`src/rtl/cafe_pkg.sv`:
```
// -----------------------------------------------------------------------------
// cafe_pkg
// Shared definitions for the coffee-machine payment path:
//   - PRECIO_W / CREDITO_W : widths of the order price and the accumulated credit
//   - MONEDA_*             : 2-bit coin codes
//   - estado_t             : collection FSM states
//   - valor_moneda()       : coin code -> value in coin units (CREDITO_W bits)
// -----------------------------------------------------------------------------
package cafe_pkg;

    localparam int PRECIO_W  = 4;
    localparam int CREDITO_W = 5;

    localparam logic [1:0] MONEDA_1  = 2'd0;
    localparam logic [1:0] MONEDA_2  = 2'd1;
    localparam logic [1:0] MONEDA_5  = 2'd2;
    localparam logic [1:0] MONEDA_10 = 2'd3;

    typedef enum logic [1:0] {
        INACTIVO    = 2'd0,
        COBRANDO    = 2'd1,
        PAGADO      = 2'd2,
        DEVOLVIENDO = 2'd3
    } estado_t;

    function automatic logic [CREDITO_W-1:0] valor_moneda(input logic [1:0] codigo);
        logic [CREDITO_W-1:0] valor;
        case (codigo)
            MONEDA_1: valor = CREDITO_W'(1);
            MONEDA_2: valor = CREDITO_W'(2);
            MONEDA_5: valor = CREDITO_W'(5);
            default:  valor = CREDITO_W'(10);
        endcase
        return valor;
    endfunction

endpackage

```
`src/rtl/temporizador_inactividad.sv`:
```
// -----------------------------------------------------------------------------
// temporizador_inactividad
// Counts consecutive coin-less cycles while collecting.
// Ports:
//   clk         system clock
//   reset       asynchronous active-low reset
//   i_limpiar   clear the count (coin accepted, or not collecting)
//   i_contar    count this cycle as idle
//   o_expirado  high in the idle cycle that brings the count to TIMEOUT_CICLOS,
//               so the owner can leave the collecting state on that same edge
// -----------------------------------------------------------------------------
module temporizador_inactividad #(
    parameter int TIMEOUT_CICLOS = 255,
    parameter int ANCHO_TMR      = 8
) (
    input  logic clk,
    input  logic reset,
    input  logic i_limpiar,
    input  logic i_contar,
    output logic o_expirado
);

    localparam logic [ANCHO_TMR-1:0] LIMITE = ANCHO_TMR'(TIMEOUT_CICLOS - 1);

    logic [ANCHO_TMR-1:0] r_cuenta;

    always_ff @(posedge clk or negedge reset) begin
        if (!reset) begin
            r_cuenta <= '0;
        end else if (i_limpiar) begin
            r_cuenta <= '0;
        end else if (i_contar) begin
            r_cuenta <= r_cuenta + 1'b1;
        end
    end

    // r_cuenta holds the idle cycles already elapsed; this idle cycle is the
    // TIMEOUT_CICLOS-th one when the count sits one below the limit.
    assign o_expirado = i_contar && !i_limpiar && (r_cuenta == LIMITE);

endmodule

```
`src/rtl/cobro_pago.sv`:
```
// -----------------------------------------------------------------------------
// cobro_pago
// Payment collection ahead of the coffee controller. Latches the order price,
// accumulates coins, pulses PAGO_RECIBIDO with the change once the price is
// covered, and refunds the credit on cancel or inactivity timeout.
// Ports:
//   clk, reset        clock / asynchronous active-low reset
//   precio            order price (coin units), sampled with pedido_valido
//   pedido_valido     one-cycle order request
//   moneda_valida     one-cycle coin strobe, moneda_valor = coin code
//   cancelar          user cancel
//   PAGO_RECIBIDO     one-cycle pulse, payment complete
//   cambio            change/refund, non-zero only with a pulse
//   devolucion        one-cycle refund pulse
//   credito           accumulated credit
//   ocupado           not idle
//   moneda_rechazada  one-cycle pulse after a coin arrives outside COBRANDO
// All outputs come straight from registers.
// -----------------------------------------------------------------------------
module cobro_pago
    import cafe_pkg::*;
#(
    parameter int TIMEOUT_CICLOS = 255,
    parameter int ANCHO_TMR      = 8
) (
    input  logic                 clk,
    input  logic                 reset,
    input  logic [PRECIO_W-1:0]  precio,
    input  logic                 pedido_valido,
    input  logic                 moneda_valida,
    input  logic [1:0]           moneda_valor,
    input  logic                 cancelar,
    output logic                 PAGO_RECIBIDO,
    output logic [CREDITO_W-1:0] cambio,
    output logic                 devolucion,
    output logic [CREDITO_W-1:0] credito,
    output logic                 ocupado,
    output logic                 moneda_rechazada
);

    estado_t                r_estado, w_estado_next;
    logic [PRECIO_W-1:0]    r_precio, w_precio_next;
    logic [CREDITO_W-1:0]   r_credito, w_credito_next;
    logic [CREDITO_W-1:0]   r_cambio, w_cambio_next;
    logic                   r_pago, w_pago_next;
    logic                   r_devol, w_devol_next;
    logic                   r_rechazo, w_rechazo_next;
    logic                   r_ocupado;
    logic [CREDITO_W-1:0]   w_suma;
    logic                   w_cobrando;
    logic                   w_expirado;

    assign w_cobrando = (r_estado == COBRANDO);

    // Idle timer: held at zero outside COBRANDO so every collection starts fresh.
    temporizador_inactividad #(
        .TIMEOUT_CICLOS (TIMEOUT_CICLOS),
        .ANCHO_TMR      (ANCHO_TMR)
    ) u_temporizador (
        .clk        (clk),
        .reset      (reset),
        .i_limpiar  (!w_cobrando || moneda_valida),
        .i_contar   (w_cobrando && !moneda_valida),
        .o_expirado (w_expirado)
    );

    always_ff @(posedge clk or negedge reset) begin
        if (!reset) begin
            r_estado  <= INACTIVO;
            r_precio  <= '0;
            r_credito <= '0;
            r_cambio  <= '0;
            r_pago    <= 1'b0;
            r_devol   <= 1'b0;
            r_rechazo <= 1'b0;
            r_ocupado <= 1'b0;
        end else begin
            r_estado  <= w_estado_next;
            r_precio  <= w_precio_next;
            r_credito <= w_credito_next;
            r_cambio  <= w_cambio_next;
            r_pago    <= w_pago_next;
            r_devol   <= w_devol_next;
            r_rechazo <= w_rechazo_next;
            r_ocupado <= (w_estado_next != INACTIVO);
        end
    end

    always_comb begin
        w_estado_next  = r_estado;
        w_precio_next  = r_precio;
        w_credito_next = r_credito;
        w_cambio_next  = '0;
        w_pago_next    = 1'b0;
        w_devol_next   = 1'b0;
        // Coins are only accepted while collecting; a coin arriving together
        // with the request is still seen in INACTIVO and therefore rejected.
        w_rechazo_next = moneda_valida && !w_cobrando;
        // Credit stays below the price (max 14) so credit + 10 fits in 5 bits.
        w_suma         = moneda_valida ? (r_credito + valor_moneda(moneda_valor)) : r_credito;

        case (r_estado)
            INACTIVO: begin
                if (pedido_valido) begin
                    w_precio_next  = precio;
                    w_credito_next = '0;
                    if (precio == '0) begin
                        w_estado_next = PAGADO;
                        w_pago_next   = 1'b1;
                    end else begin
                        w_estado_next = COBRANDO;
                    end
                end
            end
            COBRANDO: begin
                // Cancel beats completion and refunds a coin inserted alongside it.
                if (cancelar) begin
                    w_estado_next  = DEVOLVIENDO;
                    w_devol_next   = 1'b1;
                    w_cambio_next  = w_suma;
                    w_credito_next = '0;
                end else if (w_suma >= {1'b0, r_precio}) begin
                    w_estado_next  = PAGADO;
                    w_pago_next    = 1'b1;
                    w_cambio_next  = w_suma - {1'b0, r_precio};
                    w_credito_next = '0;
                end else if (w_expirado) begin
                    // Expiry only happens on coin-less cycles, so suma == credit.
                    w_estado_next  = DEVOLVIENDO;
                    w_devol_next   = 1'b1;
                    w_cambio_next  = r_credito;
                    w_credito_next = '0;
                end else begin
                    w_credito_next = w_suma;
                end
            end
            PAGADO, DEVOLVIENDO: begin
                w_estado_next  = INACTIVO;
                w_credito_next = '0;
            end
            default: begin
                w_estado_next  = INACTIVO;
                w_credito_next = '0;
            end
        endcase
    end

    assign PAGO_RECIBIDO    = r_pago;
    assign devolucion       = r_devol;
    assign cambio           = r_cambio;
    assign credito          = r_credito;
    assign ocupado          = r_ocupado;
    assign moneda_rechazada = r_rechazo;

endmodule
```
`config.mk`:
```
export PLATFORM = sky130hd
export DESIGN_NAME = cobro_pago
export DESIGN_NICKNAME = d
export VERILOG_FILES = /design/src/rtl/cafe_pkg.sv /design/src/rtl/temporizador_inactividad.sv /design/src/rtl/cobro_pago.sv
export SDC_FILE = /design/constraint.sdc
export NUM_CORES = 1
export LEC_CHECK = 0
export ABC_AREA = 1
export BUFFER_PORTS_ARGS = -buffer_cell sky130_fd_sc_hd__buf_2
export CAP_MARGIN = 20
export CORE_UTILIZATION = 61
export CTS_CLUSTER_DIAMETER = 150
export DETAILED_ROUTE_END_ITERATION = 8
export MAX_ROUTING_LAYER = met4
export PLACE_DENSITY = 0.84
export SYNTH_ARGS = -nofsm -noshare
export SYNTH_HDL_FRONTEND = slang
export SYNTH_SLANG_ARGS = --single-unit
```
`constraint.sdc`:
```
create_clock -name clk -period 5.8 [get_ports clk]
set_input_delay 1.16 -clock clk [delete_from_list [all_inputs] [get_ports clk]]
set_output_delay 1.16 -clock clk [all_outputs]
set_load 0.03 [all_outputs]
```
-- Word-level counts from Yosys, hierarchy flattened
Index checks and enable logic that the tools add are counted.
- $add $sub $neg: 3
- $lt $le $gt $ge: 1
- equality and inequality tests: 7
- muxes and demuxes: 28
- reductions and logical operators: 15
- operators by type and width (kind ; number):
    5-bit two-way mux ; 9
    8-bit two-way mux ; 2
    5-bit case mux with 3 select lines ; 1
    4-bit case mux with 3 select lines ; 1
    2-bit two-way mux ; 5
    8-bit by 1-bit adder with 8-bit output (second input constant) ; 1
    8-bit == test (second input constant) ; 1
    1-bit two-way mux ; 8
    2-bit == test (second input constant) ; 3
    2-bit case mux with 3 select lines ; 1
    5-bit adder ; 1
    5-bit by 4-bit greater-or-equal comparator with 1-bit output ; 1
    5-bit by 4-bit subtractor with 5-bit output ; 1
    2-bit by 1-bit == test with 1-bit output (second input constant) ; 2
    1-bit logical AND ; 4
    2-bit zero test ; 2
    4-bit zero test ; 1
    2-bit nonzero test ; 2
    1-bit zero test ; 3
    2-bit != test (second input constant) ; 1
    1-bit case mux with 2 select lines ; 1
    2-bit AND reduction ; 1
    2-bit OR reduction ; 1
    1-bit logical OR ; 1
- bits in registers: 28
- bits of input ports: 11
- output and inout bits: 14
- word-level logic and storage cells: 63

-- Depth between registers and ports, before layout
- word-level depth: 11
- depth in mapped cells: 19
- gate-level depth less buffers: 19

-- By module
A second synthesis with hierarchy kept.
- cells, all modules: 228
- area, all modules: 1786.7 sq um
- by module, submodules not included (module ; instances ; cells an instance ; area each (sq um) ; sequential area each (sq um)):
    cobro_pago ; 1 ; 175 ; 1356.3 ; 500.5
    temporizador_inactividad ; 1 ; 53 ; 430.4 ; 200.2

-- Worst setup path after synthesis
No wires, ideal clock.
- path kind: input-to-reg
- from: input port moneda_valor[0]
- to: register r_ocupado (netlist: ocupado)
- setup time: 0.122 ns
- arrival time: 3.265 ns
- required time: 5.678 ns
- slack: 2.413 ns
- cell stages on the path: 15
- buffers on the path: 0
- path through: inv_1 ha_1 fa_1 nand2_1 nand2_1 o21ai_0 ha_1 nand2_1 nor2_1 nor2_1 nand3_4 nor2_8 nand2_4 a21oi_2 nand2_1
- word-level cells in the longest chain between the ends: 9
- elaborated cells between the ends (all ways): 11
- those cells by class: add/sub: 1; order compare: 1; eq/ne: 2; mux: 5; reduce/logical: 2
- ends and longest elaborated chain (what ; RTL line ; text):
    from (decl) ; cobro_pago.sv:31 ; input logic [1:0] moneda_valor,
    2-bit == test, or another cell as far along ; cafe_pkg.sv:28 ; case (codigo)
    4-bit case mux with 3 select lines (*) ; cafe_pkg.sv:28 ;
    5-bit adder (*) ; cobro_pago.sv:100 ; w_suma = moneda_valida ? (r_credito + valor_moneda(moneda_valor)) : r_credito;
    5-bit two-way mux (*) ; cobro_pago.sv:100 ;
    5-bit by 4-bit greater-or-equal comparator with 1-bit output (*) ; cobro_pago.sv:122 ; end else if (w_suma >= {1'b0, r_precio}) begin
    2-bit two-way mux (*) ; cobro_pago.sv:122 ;
    2-bit two-way mux (*) ; cobro_pago.sv:117 ; if (cancelar) begin
    2-bit case mux with 3 select lines (*) ; cobro_pago.sv:102 ; case (r_estado)
    2-bit nonzero test (*) ; cobro_pago.sv:85 ; r_ocupado <= (w_estado_next != INACTIVO);
    to (signal assigned) ; cobro_pago.sv:85 ;
    to (decl) ; cobro_pago.sv:48 ; logic r_ocupado;
Mark *: on every way between the ends. The rest lies on a longest branch, timed or not.
A chain may end at the register's enable or synchronous reset.

-- Worst setup path after layout
Ends and elaborated chain as after synthesis.

==> flow_summary.json <==
{
  "status": "finished, final reports clean",
  "synth_top_cells_by_count": "nand2_1, inv_1, dfrtp_1",
  "cts_tree": "built",
  "finalSetupViolCount": 0,
  "r2r-start": "credito[0]$_DFFE_PN0P_",
  "port_buffers": 24,
  "worst_slack_ns": 2.384,
  "die_area_sq_um": 3016,
  "max-vdd-ir-drop_uv": 327.0,
  "root_buffer": "clkbuf_4",
  "fin_skew_ns": 0.005385,
  "p_leak_nw": 1.063,
  "period_share_pct": 58.89,
  "ioPinCount": 25,
  "htree_levels": 1,
  "first_iter_violations": 47,
  "p_total_mw": 0.7847,
  "antenna_found_initial": 0,
  "r2r_cells": 14,
  "timing.fmax_mhz": 292.8,
  "reg2reg_setup_slack_ns": 2.94,
  "arrival_ns": 3.64,
  "synth_top_family_by_area": "simple AND/OR/NAND/NOR gates",
  "final.min_clock_period_ns": 3.416,
  "synth_top_cell_area_share_pct": 41.03,
  "globalplace.congestion": 0.9012,
  "grt_max_degree": 29,
  "diodes": 0,
  "synth_area_leaders": "dfrtp_1, nand2_1, inv_1, ha_1, nor2_1",
  "wl_microns": 3258,
  "synth_xor_area_share_pct": 1.026,
  "initial_core_util_pct": 66.52,
  "p_clk_share_pct": 11.9,
  "muxShareOfSynthArea_pct": 0,
  "pre_cts_slack_ns": 2.028,
  "setup.worst_path.end": "ocupado$_DFF_PN0_",
  "path_cells": "buf_2 -> inv_1 -> ha_1 -> fa_1 -> nand2_1 -> nand2_1 -> o21ai_0 -> ha_1 -> nand2_1 -> nor2_1 -> nor2_1 -> nand3_4 -> nor2_8 -> nand2_4 -> a21oi_2 -> nand2_1",
  "dp_hpwl_microns": 2640,
  "post_cts_resized": 0,
  "core_area_sq_um": 2567,
  "tightest_slew_ns": 0.5916,
  "p_sw_share_pct": 46.11,
  "internal-power_mw": 0.4229,
  "drive_gt1_share_pct": 18.18,
  "finalNetCount": 266,
  "synth-simple-area-share_pct": 31.58,
  "grt.overflow.total": 0,
  "clk_latency_ns": 0.32,
  "cp_slowest_stage_delay_ns": 0.38,
  "async_flop_share_pct": 100.0,
  "wire_per_inst_microns": 11.98,
  "cp_slowest_cell": "fa_1",
  "powerDensity_nw_per_um2": 415.1,
  "numCtsBuffers": 3,
  "holdWs_ns": 0.5033,
  "hold_start": "u_temporizador.r_cuenta[0]$_DFF_PN0_",
  "cpMostUsedCell": "nand2_1",
  "placed_area_sq_um": 1854,
  "row_count": 18,
  "cp.required_ns": 6.03,
  "hold_class": "flop to flop",
  "ys_seq_area_share_pct": 41.03,
  "grt_pass1_vias": 1347,
  "chipWidth_microns": 54.92,
  "report.final.slew_viol_count": 0,
  "final_area_sq_um": 1891,
  "cts_hold_buffers": 0,
  "clock_sinks": 28,
  "synth_edf_count": 0,
  "worstSetupPathType": "input port to flop",
  "setup.worst_path.start_class": "input port",
  "syn-num-nets": 240,
  "reg2reg_to": "ocupado$_DFF_PN0_",
  "viasPerCell": 5.180,
  "first_pass_iters": 6,
  "setup_tns_ns": 0,
  "syn2layout_area_growth_pct": 10.70,
  "cts.reportedPaths.clkPinSlew_ns": 0.14,
  "drtAntennaViolNets": 0,
  "cts_buffer_depth": 2,
  "cts_setup_buffers": 0,
  "syn_inst": 217,
  "drcViolationCount": 0,
  "ys_seq_elements": 28,
  "synth.avg_cell_area_sq_um": 7.870,
  "pwr-share-comb_pct": 54.1,
  "grt_pass1_wl_microns": 5292,
  "crit_path_start": "moneda_valor[0]",
  "hold_viol": 0,
  "ys.flop_type": "dfrtp_1",
  "vias": 1409,
  "synth_top_area_cell": "dfrtp_1",
  "slew_headroom_pct": 60.56,
  "syn_area_sq_um": 1708,
  "synthAdderAreaFrac_pct": 9.670,
  "rsz0062_at_grt": "no",
  "netlist-cell-type-count": 29,
  "pwr-share-seq_pct": 34.0,
  "chipHeight_microns": 54.92,
  "yosysMostFrequentCell": "nand2_1",
  "maxCapViolations": 0,
  "grt_use_total_pct": 25.49,
  "critPathMaxFanout": 5,
  "switching_power_mw": 0.3618,
  "synth_compound_area_share_pct": 7.912,
  "ys_warn_count": 0,
  "end_kind": "flop"
}
[layout by cell type (no fill, tap or decap)]
cell	instances
a21oi_2	1
nand3_2	1
nor3_1	7
nor2_8	1
nand4_1	2
nand2_1	53
nand4_2	1
a21oi_1	11
nand3b_1	1
nand3_4	1
buf_2	24
xnor2_1	1
clkbuf_4	3
o21ai_0	13
inv_2	1
and3_1	2
inv_1	36
nand3_1	9
nand2_4	2
nor2_1	21
nor3b_2	1
clkbuf_8	1
fa_1	2
a31oi_1	1
dfrtp_1	28
ha_1	10
xor2_1	1
nor2_4	2
nor2_2	1
nand2_2	2
or2_2	2
[worst max-delay path: cells and delay by family]
family,cells,cell delay (ns)
and+or+nand+nor,9,0.93
buffers and inverters,2,0.20
AOI/OAI and AO/OA,2,0.41
adders and majority gates,3,0.94
[layout make-up]
cell class | instances | area, sq um
clock buffers | 4 | 36.28
fillers | 204 | 676.9
inverters | 37 | 138.9
multi-input cells | 149 | 857.1
flip-flops and latches | 28 | 700.7
well taps | 30 | 37.54
repair buffers | 24 | 120.1
[kinds of logic after synthesis]
logic type / after synthesis
and+or+nand+nor: 109
buffers and inverters: 40
DFF: 28
AOI/OAI and AO/OA: 26
adders and majority gates: 12
xor gates and xnor gates: 2
[per-stage QoR]
stage,util (%),cells
floorplan,-,217
global placement,72.22,268
detailed placement,72.22,268
CTS,73.64,272
global route,73.64,272
finish,73.64,272
[state kept, by name, summed over array words and instances, names as in the netlist]
signal	count
r_estado	2
moneda_rechazada	1
PAGO_RECIBIDO	1
r_precio	4
ocupado	1
devolucion	1
credito	5
cambio	5
u_temporizador.r_cuenta	8
[per-layer routing]
metal	routed length, microns	track usage (%)	vias to the layer above
met5	0	-	-
met4	104	12.92	0
met3	172	1.639	11
met2	1500	43.57	49
li1	-	-	728
met1	1481	30.26	621
[power groups by stage]
stage	combinational, mW	sequential, mW	clock [mW]
final	0.425	0.267	0.0930
after global routing	0.478	0.273	0.103
after CTS	0.426	0.267	0.0946
after detailed placement	0.424	0.271	0
after global placement	0.421	0.269	0
after floorplan	0.279	0.320	0
[how the worst min path moves through the flow]
| stage | to | depth (start not counted) | slack [ns] |
|---|---|---|---|
| global placement | u_temporizador.r_cuenta[0]$_DFF_PN0_ | 1 | 0.48 |
| floorplan | u_temporizador.r_cuenta[0]$_DFF_PN0_ | 1 | 0.45 |
| detailed placement | u_temporizador.r_cuenta[0]$_DFF_PN0_ | 1 | 0.49 |
| finish | u_temporizador.r_cuenta[0]$_DFF_PN0_ | 1 | 0.50 |
| global route | u_temporizador.r_cuenta[0]$_DFF_PN0_ | 1 | 0.55 |
| CTS | u_temporizador.r_cuenta[0]$_DFF_PN0_ | 1 | 0.51 |
(Power assumes the default switching activity.)
